<file path="src/rtl/gpr_file_mp.sv">
// Multi-port general-purpose register file: NUM_RD combinational read ports,
// two write-back ports, a per-register busy scoreboard and a sequential clear engine.
`timescale 1ns/1ps
module gpr_file_mp #(
    parameter int DATA_W   = 32,
    parameter int DEPTH    = 32,
    parameter int NUM_RD   = 2,
    parameter int ZERO_REG = 1,
    localparam int AW      = $clog2(DEPTH)
) (
    input  logic                     clk,
    input  logic                     reset,
    input  logic [NUM_RD*AW-1:0]     rd_addr,
    output logic [NUM_RD*DATA_W-1:0] rd_data,
    output logic [NUM_RD-1:0]        rd_busy,
    input  logic                     wb0_en,
    input  logic [AW-1:0]            wb0_addr,
    input  logic [DATA_W-1:0]        wb0_data,
    input  logic                     wb1_en,
    input  logic [AW-1:0]            wb1_addr,
    input  logic [DATA_W-1:0]        wb1_data,
    input  logic                     iss_en,
    input  logic [AW-1:0]            iss_addr,
    input  logic                     clr_req,
    output logic                     clr_busy,
    output logic                     clr_done
);

    localparam bit          ZR    = (ZERO_REG != 0);
    localparam logic [AW-1:0] FIRST = ZR ? AW'(1) : '0;
    localparam logic [AW-1:0] LAST  = AW'(DEPTH - 1);

    typedef enum logic {IDLE, CLEAR} state_t;

    state_t            state_q, state_d;
    logic [AW-1:0]     cnt_q;
    logic [DATA_W-1:0] gpr [DEPTH];
    logic [DEPTH-1:0]  busy_q, busy_d;
    logic              idle;
    logic              wb0_ok, wb1_ok;

    assign idle   = (state_q == IDLE);
    assign wb0_ok = wb0_en && !(ZR && wb0_addr == '0);
    assign wb1_ok = wb1_en && !(ZR && wb1_addr == '0);

    always_ff @(posedge clk or posedge reset) begin
        if (reset) state_q <= IDLE;
        else       state_q <= state_d;
    end

    // NOTE: every comb output gets a default first so no latch is inferred.
    always_comb begin
        state_d  = state_q;
        clr_busy = 1'b0;
        clr_done = 1'b0;
        case (state_q)
            IDLE:  if (clr_req) state_d = CLEAR;
            CLEAR: begin
                clr_busy = 1'b1;
                if (cnt_q == LAST) begin
                    clr_done = 1'b1;
                    state_d  = IDLE;
                end
            end
            default: state_d = IDLE;
        endcase
    end

    // NOTE: sequential state uses non-blocking assignments only.
    always_ff @(posedge clk or posedge reset) begin
        if (reset)                  cnt_q <= '0;
        else if (idle && clr_req)   cnt_q <= FIRST;
        else if (!idle)             cnt_q <= cnt_q + AW'(1);
    end

    // NOTE: the file is flops, not a RAM macro, so it can and must be reset.
    always_ff @(posedge clk or posedge reset) begin
        if (reset) begin
            for (int i = 0; i < DEPTH; i++) gpr[i] <= '0;
        end else if (!idle) begin
            gpr[cnt_q] <= '0;
        end else begin
            // wb1 is written last so it wins an address collision
            if (wb0_ok) gpr[wb0_addr] <= wb0_data;
            if (wb1_ok) gpr[wb1_addr] <= wb1_data;
        end
    end

    always_comb begin
        busy_d = busy_q;
        if (idle) begin
            if (clr_req) begin
                busy_d = '0;
            end else begin
                if (wb0_en) busy_d[wb0_addr] = 1'b0;
                if (wb1_en) busy_d[wb1_addr] = 1'b0;
                // a same-cycle issue means a newer producer is still outstanding
                if (iss_en) busy_d[iss_addr] = 1'b1;
            end
        end
        if (ZR) busy_d[0] = 1'b0;
    end

    always_ff @(posedge clk or posedge reset) begin
        if (reset) busy_q <= '0;
        else       busy_q <= busy_d;
    end

    for (genvar k = 0; k < NUM_RD; k++) begin : g_rd
        logic [AW-1:0]     addr;
        logic [DATA_W-1:0] data;

        assign addr = rd_addr[k*AW +: AW];

        always_comb begin
            data = gpr[addr];
            if (idle) begin
                if (wb0_en && wb0_addr == addr) data = wb0_data;
                if (wb1_en && wb1_addr == addr) data = wb1_data;
            end
            if (ZR && addr == '0) data = '0;
        end

        assign rd_data[k*DATA_W +: DATA_W] = data;
        assign rd_busy[k]                  = busy_q[addr];
    end

endmodule

</file>
<file path="config.mk">
export PLATFORM = sky130hd
export DESIGN_NAME = gpr_file_mp
export DESIGN_NICKNAME = d
export VERILOG_FILES = /design/src/rtl/gpr_file_mp.sv
export SDC_FILE = /design/constraint.sdc
export NUM_CORES = 2
export LEC_CHECK = 0
export BUFFER_PORTS_ARGS = -buffer_cell sky130_fd_sc_hd__buf_2
export CORE_ASPECT_RATIO = 0.75
export CORE_MARGIN = 3
export CORE_UTILIZATION = 29
export CTS_CLUSTER_DIAMETER = 80
export CTS_CLUSTER_SIZE = 14
export DETAILED_ROUTE_END_ITERATION = 10
export PLACE_DENSITY = 0.51
export SLEW_MARGIN = 20
export SYNTH_ARGS = -nofsm -noshare
export SYNTH_HDL_FRONTEND = slang
export SYNTH_SLANG_ARGS = --single-unit
</file>
<file path="constraint.sdc">
create_clock -name clk -period 50.2 [get_ports clk]
set_input_delay 7.53 -clock clk [delete_from_list [all_inputs] [get_ports clk]]
set_output_delay 7.53 -clock clk [all_outputs]
set_load 0.1 [all_outputs]
</file>
# Word level (Yosys, flattened, before mapping)
# Cells that the tools add are included.
# word_totals
mem_bits_ro,0
in_bits,95
output_inout_bits,68
memories,0
latch_bits,0
ff_bits,1061
ram_bits,0
word_cells,142
# op_classes
shifts,0
n_mul,0
muxes,52
order_cmp,16
addsub,1
n_eq_ne,5
n_reduce_logical,20
n_div,0
bitwise,13
# ops
operator,count
$mux 1024,4
$bwmux 1024,2
$and 1024x1024->1024,1
$not 1024->1024,1
$mux 32,23
$demux 32 s5,3
$bmux 32 s5,2
$and 32x32->32,2
$not 32->32,2
$or 32x32->32,1
$ge 6x6->1 const B,5
$lt 5x6->1 const B,5
$not 5->6,5
$eq 5x5->1,4
$logic_not 5->1,4
$lt 6x1->1 const B,3
$demux 1 s5,3
$ge 5x1->1 const B,3
$logic_and 1x1->1,13
$bmux 1 s5,2
$mux 1,10
$mux 5,2
$add 5x1->5 const B,1
$eq 5x5->1 const B,1
4 further kinds,5

# Depth between registers and ports, before layout
# depth
depth_word,16
depth_mapped,9
ltp_nobuf,7

# Worst setup path after synthesis
# No wires, ideal clock.
# synth_path
kind,in2out
start,in rd_addr[7]
end,out rd_data[59]
arrival_ns,10.972
cell_stages,8
required_time_ns,42.670
setup_slack_ns,31.698
path_buffers,3
path_cell_list,buf_2 and2_1 clkbuf_1 clkbuf_1 a22oi_1 nand3_1 and4_1 o32ai_1
# synth_via
elab_chain_cells,8
elab_cells_between_ends,13
cone_classes,eq/ne: 2; mux: 7; bitwise: 1; reduce/logical: 3
# synth_lines
element,line_no,rtl
from (decl),13,"input logic [NUM_RD*AW-1:0] rd_addr,"
$not 5->6 (implied by the code),116,data = gpr[addr];
$bmux 32 s5,116,
$mux 32 (implied by the code) (2 in a row),116,
$mux 32,118,if (wb0_en && wb0_addr == addr) data = wb0_data;
$mux 32,119,if (wb1_en && wb1_addr == addr) data = wb1_data;
$mux 32,117,if (idle) begin
$mux 32 (*),121,if (ZR && addr == '0) data = '0;
to (decl),14,"output logic [NUM_RD*DATA_W-1:0] rd_data,"
# Mark *: on every way between the ends. The rest lies on a longest branch, timed or not. The select of a mux whose other input is x is not followed.

# Final worst setup path
# layout_path
start,in rd_addr[0]
end,out rd_data[3]
# Same word-level chain as after synthesis.

==> results_dict.tcl <==
set metrics [dict create \
    outcome "complete, no violations" \
    cts_setup_buffers 0 \
    wl_per_cell_um 40.47 \
    maxSlewViolCount 0 \
    r2r_setup_slack_ps 45580 \
    layout_commonest_cell "mux2i_1" \
    synthCells 8067 \
    htree_levels 3 \
    drt_wl_total_mm 447.9 \
    ys_ff_latch 1061 \
    netlist_area_sq_um 76840 \
    dp_cells 10930 \
    ys_seq_area_share_pct 34.55 \
    fmax_mhz 48.90 \
    post-route-period-util_pct 40.74 \
    first_global_vias 71040 \
    syn_nets 8167 \
    setup_viol 0 \
    ios 163 \
    vias_per_cell 7.057 \
    cts_buffers 85 \
    min_to "gpr[770]" \
    cts_max_path_buffers 3 \
    cts_hold_buffers 0 \
    place.gp.congestion 0.9567 \
    arrival_ps 12920 \
    worstPathMaxFanout 82 \
    dieWidth_um 600.4 \
    p_total_mw 3.249 \
    hold_viol 0 \
    tns_ps 0 \
    grt_max_degree 185 \
    syn_area_per_cell_sq_um 9.525 \
    critical_path_required_ps 42670 \
    reg2reg_from "state_q" \
    p_leak_nw 38.21 \
    r2r-end "gpr[986]" \
    top_usage_layer "met2" \
    final_cells 11070 \
    placementRows 162 \
    die_h_um 451.8 \
    clock_skew_ps 35.51 \
    met2_usage_pct 41.41 \
    crit_path_start_kind "input pin" \
    dieArea_sq_um 271200 \
    cts_resized 0 \
    antenna_left 0 \
    cp-end-kind "output pin" \
    cap_viol_max_count 0 \
    pre_cts_slack_ps 30010 \
    fin_util_pct 31.87 \
    met1_usage_pct 41.00 \
    final_cell_mix "mux2i_1, dfrtp_1, a22o_1" \
    io_buffers 162 \
    num_vias 78110 \
    grt_overflow_total 0 \
    hp-start "gpr[770]" \
    power_per_cell_area_nw_per_um2 38.95 \
    yosysUniqueCellTypes 63 \
    drive_gt1_share_pct 12.60 \
    cts_root_buf "clkbuf_16" \
    setup_ws_ps 29750 \
    cts_tree "done" \
    fillers 26620 \
    clkTransAtPathRegs_ps 80 \
    antenna_found_initial 83 \
    hpwlAfterDp_mm 260.9 \
    drt_first_pass_iters 10 \
    clock_latency_ps 750 \
    worstHoldPathCells 2 \
    drc_errors 0 \
    nNetsFinal 7604 \
    final.min_clock_period_ps 20450 \
    hold_class "flip-flop to flip-flop" \
    synth_warnings 0 \
    setup.worst_path.class "input pin to output pin" \
    worst_pin_slew_ps 1311 \
    synth_edf_count 0 \
    synth_flop_cell "dfrtp_1" \
    peakVddDrop_mv 0.03571 \
    reg2regPathDepth 7 \
    async_flop_share_pct 100.0 \
    start_util_pct 29.36 \
    maxSlewHeadroom_pct 12.63 \
    grt_usage_pct 31.45 \
    synthToLayoutAreaGrowth_pct 8.538 \
    coreArea_sq_um 261700 \
    drt_iter0_drc 13730 \
    cts.sinks 1061 \
    use_met3_pct 15.04 \
    grt_pass1_wl_mm 607.9 \
    rsz0062_at_grt "no" \
]
[flip-flops by register name (all words and copies together), names as in the netlist]
name	count
gpr	1024
cnt_q	5
state_q	1
busy_q	31
[where the power goes]
part	switching [mW]	total, mW	internal [mW]	leakage [nW]
clock	0.371	0.685	0.314	1.11
sequential	0.233	1.28	1.05	14.7
combinational	0.806	1.28	0.477	22.4
total	1.41	3.25	1.84	38.2
[synthesized netlist by cell type (all sizes together) (78+ instances only)]
cell type	count	area (sq um)
nand3	207	1056
o22ai	101	631.9
buf	275	1426
nand2	756	2838
nor2	316	1201
o21ai	729	3648
nor3	78	395.4
clkbuf	766	2877
a21oi	397	1987
mux2i	1207	12080
a22o	840	7357
a221o	205	2052
mux4	274	6171
a22oi	268	2012
dfrtp	1061	26550
[area by class of cell]
class	instances	area, sq um	area share (%)
multi-input cells	5921	46890	56.22
inverters	44	180.2	0.2160
diodes	33	82.58	0.09902
flip-flops and latches	1061	26550	31.84
clock buffers	92	2248	2.696
well taps	3526	4412	5.290
repair buffers	391	3033	3.637
[metal layers]
| metal | share of wire [%] | wire length (um) | vias to the layer above |
|---|---|---|---|
| met3 | 17 | 74890 | 1684 |
| met1 | 38 | 169300 | 39350 |
| li1 | - | - | 29690 |
| met5 | 0.048 | 215 | - |
| met2 | 38 | 172400 | 7359 |
| met4 | 6.9 | 31080 | 32 |
[kinds of logic after synthesis]
kind of cell             Yosys count  synth area share [%]
AO/OA/AOI/OAI                   2834                 26.15
AND/OR/NAND/NOR                 1545                 8.893
multiplexers                    1517                 24.28
buffers and inverters           1085                 5.815
flip-flops                      1061                 34.55
XOR/XNOR                          20                0.2280
adder cells (fa/ha/maj)            5               0.08142
[stage by stage]
| stage | hold WS, ps | instance area [sq um] |
|---|---|---|
| global route | 533.1 | 83330 |
| global placement | 484.2 | 80500 |
| CTS | 513.1 | 83050 |
| finish | 511.3 | 83400 |
| detailed placement | 493.1 | 80800 |
| floorplan | 465.6 | 76840 |
[critical path, stage by stage]
cell	delay (ps)
buf_8	470
buf_12	620
buf_4	870
nor2b_4	720
buf_4	560
a221o_1	230
a21oi_1	50
o22ai_1	990
buf_2	600
[how the worst max path moves through the flow]
stage / startpoint / endpoint / slack, ps / depth (start not counted)
2_1_floorplan: reset / busy_q[10] / 12800 / 1
3_3_place_gp: rd_addr[0] / rd_data[19] / 30050 / 10
3_5_place_dp: rd_addr[0] / rd_data[3] / 30010 / 9
4_1_cts: rd_addr[0] / rd_data[3] / 30010 / 9
5_1_grt: rd_addr[0] / rd_data[19] / 29850 / 9
6_report: rd_addr[0] / rd_data[3] / 29750 / 9
Note: power is estimated with default switching activity, not from simulation.
